===== src/rtl/l2_arb_pkg.sv =====
// Shared types for the L1-to-L2 line arbiter: FSM states, requester ids and
// the registered line request that is held stable while the L2 is busy.
package l2_arb_pkg;

    localparam int L2_ADDR_W = 32;
    localparam int L2_LINE_W = 256;

    typedef enum logic [1:0] {
        IDLE,
        SERVE_I,
        SERVE_D,
        RECOVER
    } arb_state_t;

    typedef enum logic {
        SRC_I,
        SRC_D
    } arb_src_t;

    typedef struct packed {
        logic                 op_write;
        logic [L2_ADDR_W-1:0] address;
        logic [L2_LINE_W-1:0] wdata;
    } line_req_t;

endpackage


===== src/rtl/l2_req_latch.sv =====
// Holds the granted line request; loaded once per grant, cleared by reset.
module l2_req_latch
    import l2_arb_pkg::*;
(
    input  logic      clk,
    input  logic      rst_n,
    input  logic      load_i,
    input  line_req_t req_i,
    output line_req_t req_o
);

    line_req_t req_q;

    always_ff @(posedge clk or negedge rst_n) begin
        if (!rst_n) begin
            req_q <= '0;
        end else if (load_i) begin
            req_q <= req_i;
        end
    end

    assign req_o = req_q;

endmodule


===== src/rtl/l2_line_arbiter.sv =====
// Two-port I/D line arbiter in front of the shared L2. Fixed D-over-I priority
// unless L2_ARB_ROUND_ROBIN_EN is defined, which alternates on contention.
module l2_line_arbiter
    import l2_arb_pkg::*;
#(
    parameter int ADDR_W = L2_ADDR_W,
    parameter int LINE_W = L2_LINE_W
) (
    input  logic              clk,
    input  logic              rst_n,
    input  logic              i_read,
    input  logic [ADDR_W-1:0] i_address,
    output logic [LINE_W-1:0] i_rdata,
    output logic              i_resp,
    input  logic              d_read,
    input  logic              d_write,
    input  logic [ADDR_W-1:0] d_address,
    input  logic [LINE_W-1:0] d_wdata,
    output logic [LINE_W-1:0] d_rdata,
    output logic              d_resp,
    output logic              mem_read,
    output logic              mem_write,
    output logic [ADDR_W-1:0] mem_address,
    output logic [LINE_W-1:0] mem_wdata,
    input  logic [LINE_W-1:0] mem_rdata,
    input  logic              mem_resp
);

    arb_state_t state_q, state_d;
    arb_src_t   last_grant_q, last_grant_d;
    arb_src_t   grant_src;
    logic       load_req;
    logic       d_pend, i_pend;
    line_req_t  req_d, req_q;

    assign d_pend = d_read | d_write;
    assign i_pend = i_read;

    always_comb begin
        grant_src = d_pend ? SRC_D : SRC_I;
`ifdef L2_ARB_ROUND_ROBIN_EN
        if (d_pend && i_pend) begin
            grant_src = (last_grant_q == SRC_D) ? SRC_I : SRC_D;
        end
`endif
    end

    // d_read together with d_write is treated as a write.
    always_comb begin
        req_d          = '0;
        req_d.op_write = (grant_src == SRC_D) && d_write;
        req_d.address  = (grant_src == SRC_D) ? L2_ADDR_W'(d_address)
                                              : L2_ADDR_W'(i_address);
        req_d.wdata    = (grant_src == SRC_D) ? L2_LINE_W'(d_wdata) : '0;
    end

    l2_req_latch u_req_latch (
        .clk    (clk),
        .rst_n  (rst_n),
        .load_i (load_req),
        .req_i  (req_d),
        .req_o  (req_q)
    );

    always_ff @(posedge clk or negedge rst_n) begin
        if (!rst_n) begin
            state_q      <= IDLE;
            last_grant_q <= SRC_D;
        end else begin
            state_q      <= state_d;
            last_grant_q <= last_grant_d;
        end
    end

    always_comb begin
        state_d      = state_q;
        last_grant_d = last_grant_q;
        load_req     = 1'b0;
        unique case (state_q)
            IDLE: begin
                if (d_pend || i_pend) begin
                    load_req = 1'b1;
                    state_d  = (grant_src == SRC_D) ? SERVE_D : SERVE_I;
                end
            end
            SERVE_I: begin
                if (mem_resp) begin
                    last_grant_d = SRC_I;
                    state_d      = RECOVER;
                end
            end
            SERVE_D: begin
                if (mem_resp) begin
                    last_grant_d = SRC_D;
                    state_d      = RECOVER;
                end
            end
            RECOVER: state_d = IDLE;
            default: state_d = IDLE;
        endcase
    end

    // Everything outward is decoded from state, so reset clears it at once.
    always_comb begin
        mem_read    = 1'b0;
        mem_write   = 1'b0;
        mem_address = '0;
        mem_wdata   = '0;
        i_resp      = 1'b0;
        d_resp      = 1'b0;
        i_rdata     = '0;
        d_rdata     = '0;
        if (state_q == SERVE_I || state_q == SERVE_D) begin
            mem_read    = !req_q.op_write;
            mem_write   = req_q.op_write;
            mem_address = ADDR_W'(req_q.address);
            mem_wdata   = LINE_W'(req_q.wdata);
        end
        if (state_q == SERVE_I && mem_resp) begin
            i_resp  = 1'b1;
            i_rdata = mem_rdata;
        end
        if (state_q == SERVE_D && mem_resp) begin
            d_resp  = 1'b1;
            d_rdata = mem_rdata;
        end
    end

endmodule


===== config.mk =====
export PLATFORM = sky130hd
export DESIGN_NAME = l2_line_arbiter
export DESIGN_NICKNAME = d
export VERILOG_FILES = /design/src/rtl/l2_arb_pkg.sv /design/src/rtl/l2_req_latch.sv /design/src/rtl/l2_line_arbiter.sv
export SDC_FILE = /design/constraint.sdc
export NUM_CORES = 1
export LEC_CHECK = 0
export CAP_MARGIN = 20
export CELL_PAD_IN_SITES_DETAIL_PLACEMENT = 1
export CELL_PAD_IN_SITES_GLOBAL_PLACEMENT = 2
export CORE_AREA = 2 2 545 547
export CTS_BUF_LIST = sky130_fd_sc_hd__clkbuf_4
export DETAILED_ROUTE_END_ITERATION = 16
export DIE_AREA = 0 0 547 549
export GPL_ROUTABILITY_DRIVEN = 1
export PLACE_DENSITY = 0.38
export SYNTH_ARGS = -nofsm -noshare
export SYNTH_HDL_FRONTEND = slang
export SYNTH_SLANG_ARGS = --single-unit
export TNS_END_PERCENT = 10

===== constraint.sdc =====
create_clock -name clk -period 2.3 [get_ports clk]
set_input_delay 0.69 -clock clk [delete_from_list [all_inputs] [get_ports clk]]
set_output_delay 0.69 -clock clk [all_outputs]
set_load 0.005 [all_outputs]

---- Word level (Yosys, flattened, before mapping) ----
Cells that the tools add are included.
storage, ports and cells
  bits of input ports ..................... 582
  output and inout bits ................... 804
  register bits ........................... 291
operators by class
  reductions and logical operators ........ 9
  multiplexer cells ....................... 17
  equality and inequality tests ........... 5
  bitwise logic cells ..................... 1
operator list
  operator              number
  $mux W256             4
  $mux W32              2
  $mux W1               7
  $mux W2               3
  $pmux W2 S3           1
  $eq A2 B2 Y1 const B  2
  $logic_and A1 B1 Y1   3
  $eq A2 B1 Y1 const B  1
  $logic_not A2 Y1      1
  $logic_or A1 B1 Y1    2
  $ne A2 B1 Y1 const B  1
  $ne A2 B2 Y1 const B  1
  $reduce_and A2 Y1     1
  $reduce_or A2 Y1      1
  $logic_not A1 Y1      1
  $or A1 B1 Y1          1

---- Depth between registers and ports, before layout ----
Gate-level depths: netlist of run 1.
  depth after elaboration ................. 5
  depth in mapped cells ................... 7
  mapped depth without buffers ............ 5

---- Modules after synthesis ----
Synthesis of run 1 repeated with hierarchy kept, for this count alone.
unflattened totals
  cells, all modules ...................... 1902
  area total of the unflattened synthesis .. 19505.0 um^2
modules (own cells, without submodules)
  module           area an instance (um^2)  sequential area each (um^2)  cells each  times used
  l2_req_latch     11553.6                  7231.9                       610         1
  l2_line_arbiter  7951.4                   50.0                         1292        1

---- Least setup slack after synthesis of run 1 ----
OpenSTA, ideal clock, no wires.
  path kind ............................... input -> output
  from .................................... in mem_resp
  to ...................................... out i_rdata[100]
  buffers on the path ..................... 3
  path slack .............................. 0.201 ns
  required time ........................... 1.610 ns
  data arrival time ....................... 1.409 ns
  cell stages on the path ................. 4
  cells stage by stage .................... buf_2 -> buf_2 -> clkbuf_1 -> and3_1
between the ends
  longest elaborated chain between the ends .. 2
RTL lines
  element              line                    text
  start, declared      l2_line_arbiter.sv:26   input logic mem_resp
  $logic_and A1 B1 Y1  l2_line_arbiter.sv:119  if (state_q == SERVE_I && mem_resp) begin
  $mux W256            l2_line_arbiter.sv:119
  end, declared        l2_line_arbiter.sv:13   output logic [LINE_W-1:0] i_rdata,
Every way passes these cells.

---- Worst setup path after layout of run 1 ----
  from .................................... reg state_q[0]
  to ...................................... out d_rdata[23]
between the ends
  longest elaborated chain between the ends .. 3
RTL lines
  element                 line                    text
  start, declared         l2_line_arbiter.sv:29   arb_state_t state_q, state_d;
  start signal, assigned  l2_line_arbiter.sv:70   state_q <= state_d;
  $eq A2 B2 Y1            -
  $logic_and A1 B1 Y1     l2_line_arbiter.sv:123  if (state_q == SERVE_D && mem_resp) begin
  $mux W256               l2_line_arbiter.sv:123
  end, declared           l2_line_arbiter.sv:19   output logic [LINE_W-1:0] d_rdata,
Every way passes these cells.

==> results of run 1 <==
[worst max-delay path, delay by kind of cell, from the launching register on]
family	cells	cell delay [ns]
adder cells (fa/ha/maj)	1	0.20
AND/OR/NAND/NOR	1	0.37
buffers and inverters	4	1.05
flip-flops	1	0.38
[cells by family (layout without fill, tap and decap cells)]
logic type	Yosys count	count (layout)	share of synthesized area, %
and+or+nand+nor	844	844	32.1
AOI/OAI and AO/OA	295	295	15.2
DFF	291	291	45.0
buffers and inverters	215	1917	5.53
muxes	32	32	1.98
adders and majority gates	3	3	0.232
other	0	35	0
[per-stage QoR]
stage | utilization, % | cells | total power, uW
global route | 13.7 | 7330 | 53400
floorplan | - | 1680 | 18100
detailed placement | 12.8 | 7082 | 40300
CTS | 13.6 | 7293 | 50600
global placement | 12.8 | 7082 | 40500
finish | 13.7 | 7356 | 49700
[synthesized netlist by cell type]
cell                       count  area share, %
sky130_fd_sc_hd__and3_1      512             20
sky130_fd_sc_hd__a211oi_1      1          0.046
sky130_fd_sc_hd__inv_1         3          0.070
sky130_fd_sc_hd__nand2_1      36           0.83
sky130_fd_sc_hd__nor2_1        1          0.023
sky130_fd_sc_hd__buf_2        61            1.9
sky130_fd_sc_hd__a211o_1       1          0.054
sky130_fd_sc_hd__nor2b_1       1          0.039
sky130_fd_sc_hd__nand2b_1      2          0.077
sky130_fd_sc_hd__clkbuf_1    148            3.4
sky130_fd_sc_hd__a21oi_1       4           0.12
sky130_fd_sc_hd__o31ai_4       1           0.13
sky130_fd_sc_hd__buf_4         3           0.14
sky130_fd_sc_hd__and2_1      291             11
sky130_fd_sc_hd__ha_1          3           0.23
sky130_fd_sc_hd__nor2_4        1          0.070
sky130_fd_sc_hd__dfrtp_1     291             45
sky130_fd_sc_hd__o21ai_0      32           0.99
sky130_fd_sc_hd__a22o_1      256             14
sky130_fd_sc_hd__mux2i_1      32            2.0
[final cells by class]
type                       instances  area [sq um]  share of cell area, %
clock buffer                     147          1100                   2.73
inverter                           3          11.3                 0.0279
timing repair buffer            1753         18700                   46.3
multi-input combinational       1174          8190                   20.3
tap                             3939          4930                   12.2
antenna                           35          87.6                  0.217
clock inverter                    14          93.8                  0.232
sequential                       291          7280                   18.0
[state kept, by name (all words and copies together) (netlist names)]
register and count:
state_q 2, u_req_latch.req_o 289
[where the power goes]
group / internal (uW) / switching [uW] / leakage [uW]
clock network: 2890 / 2860 / 0.000722
registers: 7580 / 1510 / 0.00362
logic: 19000 / 15900 / 0.0139
[layer usage]
layer	vias to the layer above	global-route usage, %	share of wire (%)
met5	-	0	0.16
met1	10500	13.3	36
met3	271	7.06	12
met4	50	2.59	2.0
li1	9387	-	-
met2	1155	22.6	49
[repair_timing]
item	in CTS	in global routing
hold buffers	1	0
pin swaps	3	2
gates resized for setup	601	159
setup buffers	37	23
hold endpoints to repair	258	0
cloned	15	8
setup endpoints to repair	804	804
[final timing paths]
| path | startpoint | end | slack [ns] | cells past startpoint |
|---|---|---|---|---|
| setup / recovery | state_q[0]$_DFFE_PN0P_ | d_rdata[23] | -1.32 | 6 |
| hold / removal | rst_n | u_req_latch.req_o[176]$_DFFE_PN0P_ | 0.20 | 2 |
| setup reg to reg | state_q[0]$_DFFE_PN0P_ | u_req_latch.req_o[89]$_DFFE_PN0P_ | 0.55 | 6 |
| hold reg to reg | u_req_latch.req_o[272]$_DFFE_PN0P_ | u_req_latch.req_o[272]$_DFFE_PN0P_ | 0.47 | 2 |
| max in group asynchronous | rst_n | u_req_latch.req_o[244]$_DFFE_PN0P_ | 1.29 | 3 |
| min in group clk | d_wdata[107] | u_req_latch.req_o[107]$_DFFE_PN0P_ | 0.27 | 2 |
==> metrics.md, run 1 <==
| Metric | Value |
|---|---|
| Setup repair after global routing missed its margin | true |
| FMAX | 276 MHz |
| Clock latency of the later-clocked register in the worst-skew pair | around 1.0 ns |
| Most frequent cells in the layout | 1028 x sky130_fd_sc_hd__clkdlybuf4s50_1, 503 x sky130_fd_sc_hd__and3_1, 291 x sky130_fd_sc_hd__dfrtp_1 |
| Setup slack at placement | -0.784 ns |
| TritonCTS clock tree | done |
| Clock period minus final worst setup slack | around 3.6 ns |
| Count of buffers from port buffering | ~1.4k |
| Die X-Extent | between 500 and 600 microns |
| Clock root buffer | sky130_fd_sc_hd__clkbuf_4 |
| Hold Worst Slack | 0.199 ns |
| I/O pin total | between 1k and 1.5k |
| Number of max-slew violations in the final report | 0 |
| DRC marker count from the first detailed-route iteration | between 1k and 1.5k |
| Startpoint kind of the worst setup timing path | flop |
| Max-cap violations | 0 |
| Cells traversed along the worst timing path | inv_2, ha_4, clkbuf_16, buf_12, and3_1, clkdlybuf4s50_1 |
| Post-Layout Inst Area | 0.0404 sq mm |
| Clock Tree Buf Depth | 3 |
| First-pass GRT wire length | 253000 microns |
| Final setup viols | 804 |
| Fin Setup TNS | -867.67 ns |
| Fill count | approximately 34k |
| Data required, critical path | around 1.6 ns |
| Floorplan die area | 0.300 sq mm |
| Final clock skew | between 0.1 and 0.15 ns |
| Share of the cycle needed by the critical path after routing | 157% |
| Delay of the slowest critical-path stage | 0.58 ns |
| Wirelength per Cell | approximately 28 microns |
| Share of cells above drive strength 1 | approximately a quarter |
| Class of the worst hold path | input port to asynchronous set/reset pin |
| Remaining number of nets flagged by the antenna check after routing | 0 |
| Tot GR Track Use | about an eighth |
| Net Count, Synth | approximately 2.3k |
| Mean area per synthesized cell | just under 10 sq um |
| Status | complete, but fails checks |
| Power Dens Cells | around 1200 mW/mm^2 |
| Vias after detailed routing | approximately 21k |
| Cells after Synth | around 1.7k |
| Final net count | between 3k and 4k |
| Die extent in y | roughly 550 microns |
| Pin count of the biggest net entering global routing | between 60 and 70 |
| Number of global-route vias before repair | roughly 23k |
| Number of standard-cell rows in the floorplan | 200 |
| Number of register bits inferred by synthesis | roughly 290 |
| Clock slew at reported path FFs | 0.06 ns |
| Crit path arrival time | ~3 ns |
| Violated checks | negative setup slack |
| DRC viols | 0 |
| Leakage power | roughly 0.018 uW |
| Setup CP Type | flop to output port |
| Unique cell type count in the Yosys netlist | 20 |
| CTS buffer count | 96 |
| Area of the mapped netlist | approximately 0.016 sq mm |
| Final estimated routing congestion in global placement | around 0.88 |
| Warnings from Yosys | 0 |
| Placed inst area | approximately 0.038 sq mm |
| Avg Vias per Cell | roughly 2.9 |
| IR drop worst, VDD | between 0.5 and 0.6 mV |
| Worst Setup End Kind | output port |
| Layout overhead on the synthesized area | 150% |
| Fin worst setup slack | -1.32 ns |
| Final wirelength | between 200000 and 250000 microns |
| Portion of the post-synthesis area used by sequential elements | roughly 45% |
| Effective utilization at floorplan | 5.49% |
| DR pass1 iterations | 4 |
| Core Area | ~0.3 sq mm |
| Number of sinks driven by the clock tree | just under 300 |
| CTS H-Tree Depth | 3 |
| Slew @ Worst Pin | between 0.5 and 0.6 ns |
| Max Fanout on Critical Path | 12 |
| Worst slew margin relative to its limit | a little over three fifths |
| Commonest non-fill, non-tap cell in the layout | sky130_fd_sc_hd__clkdlybuf4s50_1 |
| Final hold violations | 0 |
| Number of antenna violations at the first check in global routing | 103 |
| Crit path max-delay cell type | sky130_fd_sc_hd__clkdlybuf4s50_1 |
| DPL Wire Length | 172000 microns |
| Overflow after GRT | 0 |
Power figures use the tool's default switching activity.
==> run 2: changes to the inputs <==
Clock period 2.3 ns to 3.4 ns, I/O delays scaled along.
==> run 2 against run 1 <==
- via count rose by 0.38%
- final cell count down 0.33%
- critical endpoint is now d_rdata[180]
- design area increased by 2.0%
- the flow still finishes with violations (negative setup slack)
- die area unchanged
- first-iteration DRC count grew 1.4%
- setup slack gained 0.93 ns
- routed wire length is 4.0% higher
- non-clock buffer count shrank 25
- register-to-register slack better by 1.0 ns
- global-route usage up 0.29 points
- sequential power is 32% lower
==> metrics.md, run 2 (same netlist as run 1, synthesis figures left out) <==
| Metric | Value |
|---|---|
| Status | complete, but fails checks |
| Violated checks | negative setup slack |
| Clock network fraction of total power | 11.7% |
| Final clock skew | between 0.09 and 0.1 ns |
| Startpoint kind of the worst setup timing path | flop |
| Worst reg-to-reg path cell count | 6 |
| Instance count along the most critical hold path | 2 |
| Most frequent cells in the layout | 669 x sky130_fd_sc_hd__clkdlybuf4s50_1, 476 x sky130_fd_sc_hd__and3_1, 370 x sky130_fd_sc_hd__dlymetal6s2s_1 |
| Clock root buffer | sky130_fd_sc_hd__clkbuf_4 |
| Part of the total power dissipated in sequential elements | between 10% and 20% |
| Number of standard-cell rows in the floorplan | 200 |
| Number of antenna violations at the first check in global routing | about 110 |
| Wirelength per Cell | 28.9 microns |
| Worst r2r dst | u_req_latch.req_o[51]$_DFFE_PN0P_ |
| Remaining number of nets flagged by the antenna check after routing | 0 |
| Cells after DPL | 6983 |
| Clock Tree Buf Depth | 3 |
| Non-filler cells, final | 7332 |
| Number of flip-flops in the largest register | between 200 and 300 |
| Placed inst area | about 0.037 sq mm |
| Die X-Extent | roughly 550 microns |
| Cells traversed along the worst timing path | inv_2, ha_4, buf_12, clkbuf_16, and3_1, clkdlybuf4s50_1 |
| Die extent in y | between 500 and 600 microns |
| Core Area | 0.295 sq mm |
| DPL Wire Length | between 150000 and 200000 microns |
| First-pass GRT wire length | roughly 260000 microns |
| Power share of the combinational group | 70.3% |
| IR drop worst, VDD | ~0.36 mV |
| Clock slew at reported path FFs | 0.08 ns |
| Share of the cycle needed by the critical path after routing | 111% |
| Internal power | just under 20000 uW |
| Number of global-route vias before repair | between 20k and 25k |
| FF+latch area | around 0.0073 sq mm |
| Count of buffers from port buffering | 1385 |
| DRC marker count from the first detailed-route iteration | 1041 |
| Clock latency of the later-clocked register in the worst-skew pair | 1.03 ns |
| Worst Setup End Kind | output port |
| Share of cells above drive strength 1 | a little over a quarter |
| Fraction of the core area covered by cells at the end of the flow | between 10 and 15% |
| Data required, critical path | roughly 2.4 ns |
| CTS buffer count | 95 |
| Crit path arrival time | around 2.8 ns |
| Max-cap violations | 0 |
| FMAX | 264 MHz |
| Overflow after GRT | 0 |
| Class of the worst hold path | flop to flop |
| Reg-to-reg setup timing slack | between 1.5 and 2 ns |
| Final wirelength | 212000 microns |
| Final estimated routing congestion in global placement | between 0.9 and 1 |
| Multi-input combinational cell area | roughly 0.0084 sq mm |
| Setup CP Type | flop to output port |
| Final hold violations | 0 |
| Floorplan die area | about 0.3 sq mm |
| Number of sinks driven by the clock tree | just under 300 |
| I/O pin total | about 1.4k |
| Hold path startpoint | u_req_latch.req_o[277]$_DFFE_PN0P_ |
| CTS H-Tree Depth | 3 |
| Hold Worst Slack | around 0.48 ns |
| Final net count | slightly below 4k |
| Post-Layout Inst Area | slightly above 0.04 sq mm |
| Startpoint of the worst register-to-register path | state_q[0]$_DFFE_PN0P_ |
| Final Total Pwr | around 34000 uW |
| Hold endpoint | u_req_latch.req_o[277]$_DFFE_PN0P_ |
| DR pass1 iterations | 5 |
| Sw Ratio | 41.7% |
| Slew @ Worst Pin | ~0.66 ns |
| Avg Vias per Cell | approximately 2.9 |
| Delay of the slowest critical-path stage | between 0.4 and 0.5 ns |
| Psw | 14200 uW |
| Effective utilization at floorplan | under 10% |
| Commonest non-fill, non-tap cell in the layout | sky130_fd_sc_hd__clkdlybuf4s50_1 |
| Clock period minus final worst setup slack | around 3.8 ns |
| Layout overhead on the synthesized area | 155% |
| Fill count | roughly 34k |
| Tot GR Track Use | 13.1% |
| Final setup viols | 730 |
| Pin count of the biggest net entering global routing | 62 |
| Vias after detailed routing | around 21k |
| Power Dens Cells | roughly 830 mW/mm^2 |
| Worst slew margin relative to its limit | between 50% and 60% |
| Crit path max-delay cell type | sky130_fd_sc_hd__clkdlybuf4s50_1 |
| Leakage power | between 0.02 and 0.025 uW |
| Max Fanout on Critical Path | 8 |
| TritonCTS clock tree | done |
| Fin worst setup slack | -0.383 ns |
| Number of max-slew violations in the final report | 0 |
| DRC viols | 0 |
| Setup repair after global routing missed its margin | true |
run 2: final cells by class:
class | count | area share, %
Clock buffer | 143 | 2.60
Clock inverter | 17 | 0.328
Sequential cell | 291 | 17.7
Tap cell | 3939 | 12.0
Inverter | 3 | 0.0273
Timing Repair Buffer | 1728 | 46.9
Antenna cell | 37 | 0.225
Multi-Input combinational cell | 1174 | 20.4
run 2: how the worst max path moves through the flow:
| stage | slack (ns) | startpoint | endpoint |
|---|---|---|---|
| after floorplan | 0.64 | mem_resp | i_rdata[100] |
| after global placement | -0.24 | mem_rdata[123] | i_rdata[123] |
| after detailed placement | -0.23 | mem_rdata[123] | i_rdata[123] |
| after CTS | -0.79 | state_q[0]$_DFFE_PN0P_ | d_rdata[87] |
| after global routing | -0.60 | state_q[1]$_DFFE_PN0P_ | mem_wdata[15] |
| final | -0.38 | state_q[0]$_DFFE_PN0P_ | d_rdata[180] |
run 2: worst max-delay path: cells and delay by family (launching register included):
family / cells / cell delay (ns)
adders and majority gates: 1 / 0.26
buffers and inverters: 4 / 0.98
DFF: 1 / 0.39
and+or+nand+nor: 1 / 0.14
run 2: metrics by stage:
step / worst slack (ns) / TNS [ns]
after floorplan: 0.641 / 0
after global placement: -0.241 / -18.67
after detailed placement: -0.232 / -18.33
after CTS: -0.793 / -493.02
after global routing: -0.598 / -332.30
final: -0.383 / -153.45
run 2: what timing repair did:
action / CTS / global route
gates resized for setup: 606 / 872
gates cloned: 19 / 26
endpoints found under the hold margin: 42 / 0
setup buffers: 41 / 76
hold buffers: 1 / 0
endpoints found under the setup margin: 804 / 804
pin swaps: 5 / 5
run 2: routing by layer:
metal,wire length (microns),share of wire (%),GRT usage (%)
met3,26100,12,7.25
met2,106000,50,23.3
met4,4070,1.9,2.60
met5,345,0.16,0
met1,75700,36,13.5
run 2: power groups by stage:
stage               logic (uW)  registers (uW)  clock network, uW
global route             25700            6380               4400
CTS                      22500            6140               4260
floorplan                 6530            5680                  0
detailed placement       19800            6130                  0
finish                   23900            6140               3980
global placement         20000            6150                  0
==> run 3: changes to the inputs <==
Settings changed: GPL_TIMING_DRIVEN set to 0.
==> run 3 against run 2 <==
- non-clock buffer count is 75 lower
- setup slack worse by 0.27 ns
- critical path depth is 2 lower
- clock-buffer cell count is 4 lower
- the run still ends with negative setup slack left
- final cell count is 0.74% lower
- design area is 7.6% lower
- power is 7.8% lower
- maximum frequency is 6.5% lower
- clock skew is 0.00070 ns lower
- highest routed layer unchanged
==> metrics.md, run 3 (same netlist as run 1, synthesis figures left out) <==
| Metric | Value |
|---|---|
| Status | complete, but fails checks |
| Violated checks | negative setup slack |
| TritonCTS clock tree | done |
| Core Area | 0.295 sq mm |
| Clock latency of the later-clocked register in the worst-skew pair | about 1.0 ns |
| DR pass1 iterations | 5 |
| Internal power | ~18000 uW |
| Final wirelength | 225000 microns |
| Number of sinks driven by the clock tree | 291 |
| Commonest non-fill, non-tap cell in the layout | sky130_fd_sc_hd__clkdlybuf4s50_1 |
| Clock root buffer | sky130_fd_sc_hd__clkbuf_4 |
| Clock network fraction of total power | about an eighth |
| Startpoint kind of the worst setup timing path | input port |
| CTS buffer count | between 90 and 100 |
| Worst Setup End Kind | output port |
| Floorplan die area | roughly 0.30 sq mm |
| FMAX | 247 MHz |
| Worst slew margin relative to its limit | ~40% |
| Max-cap violations | 0 |
| Pin count of the biggest net entering global routing | 88 |
| Fill count | roughly 34k |
| Setup CP Type | input port to output port |
| Final estimated routing congestion in global placement | 0.893 |
| Tot GR Track Use | between 10 and 15% |
| Final setup viols | 797 |
| Psw | between 10000 and 15000 uW |
| Share of cells above drive strength 1 | 17.8% |
| Number of standard-cell rows in the floorplan | 200 |
| I/O pin total | 1386 |
| Layout overhead on the synthesized area | 135% |
| Overflow after GRT | 0 |
| Number of flip-flops in the largest register | ~290 |
| Max Fanout on Critical Path | 10 |
| Power share of the combinational group | between 60% and 70% |
| Crit path arrival time | 3.03 ns |
| Vias after detailed routing | between 20k and 25k |
| CTS H-Tree Depth | 3 |
| First-pass GRT wire length | between 200000 and 300000 microns |
| Clock slew at reported path FFs | 0.06 ns |
| Slew @ Worst Pin | around 0.90 ns |
| Class of the worst hold path | flop to flop |
| IR drop worst, VDD | 0.413 mV |
| Hold Worst Slack | 0.474 ns |
| Data required, critical path | 2.38 ns |
| Final Total Pwr | approximately 31000 uW |
| Power Dens Cells | about 820 mW/mm^2 |
| Part of the total power dissipated in sequential elements | around 19% |
| Final clock skew | approximately 0.094 ns |
| Number of global-route vias before repair | approximately 23k |
| DPL Wire Length | slightly below 200000 microns |
| Number of max-slew violations in the final report | 0 |
| Final hold violations | 0 |
| Remaining number of nets flagged by the antenna check after routing | 0 |
| Setup repair after global routing missed its margin | true |
| Fin worst setup slack | -0.648 ns |
| Die X-Extent | 547 microns |
| Sw Ratio | a little over two fifths |
| Number of antenna violations at the first check in global routing | 130 |
| DRC marker count from the first detailed-route iteration | about 1.0k |
| Die extent in y | 549 microns |
| Most frequent cells in the layout | 1130 x sky130_fd_sc_hd__clkdlybuf4s50_1, 457 x sky130_fd_sc_hd__and3_1, 291 x sky130_fd_sc_hd__dfrtp_1 |
| Avg Vias per Cell | between 2 and 3 |
| Share of the cycle needed by the critical path after routing | 119% |
| Leakage power | between 0.015 and 0.02 uW |
| Count of buffers from port buffering | about 1.4k |
| Wirelength per Cell | slightly above 30 microns |
| Final net count | approximately 3.8k |
| Clock period minus final worst setup slack | between 4 and 5 ns |
| Effective utilization at floorplan | between 5 and 6% |
| Clock Tree Buf Depth | 3 |
| DRC viols | 0 |
## run 3: power by group through the flow
stage / Combinational [uW] / Clock (uW) / Sequential, uW
global route: 23200 / 4280 / 6310
detailed placement: 19500 / 0 / 6080
finish: 21400 / 3870 / 6050
floorplan: 6530 / 0 / 5680
CTS: 21500 / 4150 / 6080
global placement: 19500 / 0 / 6130
## run 3: area by class of cell
cell class	instances	area, sq um	area share (%)
buffer	212	1960	5.14
timing repair buffer	1441	14300	37.5
inverter	3	11.3	0.0295
sequential	291	7280	19.1
clock buffer	139	1040	2.74
tap	3939	4930	12.9
clock inverter	19	119	0.312
antenna	60	150	0.394
multi-input combinational	1174	8310	21.8
## run 3: critical path: stages
cell                              delay (ns)
sky130_fd_sc_hd__clkbuf_2               0.54
sky130_fd_sc_hd__clkbuf_1               0.60
sky130_fd_sc_hd__and3_1                 0.24
sky130_fd_sc_hd__clkdlybuf4s50_1        0.58
## run 3: timing repair
action	CTS	global route
gates cloned	6	5
hold buffers	1	0
setup buffers	15	22
setup endpoints to repair	804	804
pin swaps	4	1
gates resized for setup	694	355
endpoints found under the hold margin	48	0
## run 3: final timing paths
kind,from,endpoint,slack (ns),cells past startpoint
setup / recovery,mem_resp,i_rdata[218],-0.65,4
min in group asynchronous,rst_n,u_req_latch.req_o[196]$_DFFE_PN0P_,0.52,2
hold reg to reg,u_req_latch.req_o[266]$_DFFE_PN0P_,u_req_latch.req_o[266]$_DFFE_PN0P_,0.47,2
setup reg to reg,state_q[1]$_DFFE_PN0P_,u_req_latch.req_o[7]$_DFFE_PN0P_,0.94,7
max in group asynchronous,rst_n,u_req_latch.req_o[245]$_DFFE_PN0P_,0.88,5
hold / removal,u_req_latch.req_o[266]$_DFFE_PN0P_,u_req_latch.req_o[266]$_DFFE_PN0P_,0.47,2
## run 3: routing by layer
layer | track usage [%] | vias to the layer above | share of wire (%) | wire length [microns]
met3 | 7.23 | 307 | 11 | 25400
met4 | 3.05 | 68 | 2.6 | 5770
met1 | 14.7 | 10600 | 36 | 80700
li1 | - | 9237 | - | -
met2 | 26.0 | 1180 | 50 | 113000
met5 | 0 | - | 0.20 | 451
## run 3: metrics by stage
| stage | TNS [ns] | instances | area (sq um) | util (%) | setup WS (ns) |
|---|---|---|---|---|---|
| floorplan | 0 | 1680 | 16200 | - | 0.641 |
| global placement | -5092.31 | 7003 | 35000 | 11.9 | -15.08 |
| detailed placement | -535.99 | 7011 | 35100 | 11.9 | -1.67 |
| CTS | -533.99 | 7191 | 37500 | 12.7 | -0.798 |
| global route | -503.00 | 7230 | 38000 | 12.9 | -0.809 |
| finish | -331.35 | 7278 | 38100 | 12.9 | -0.648 |
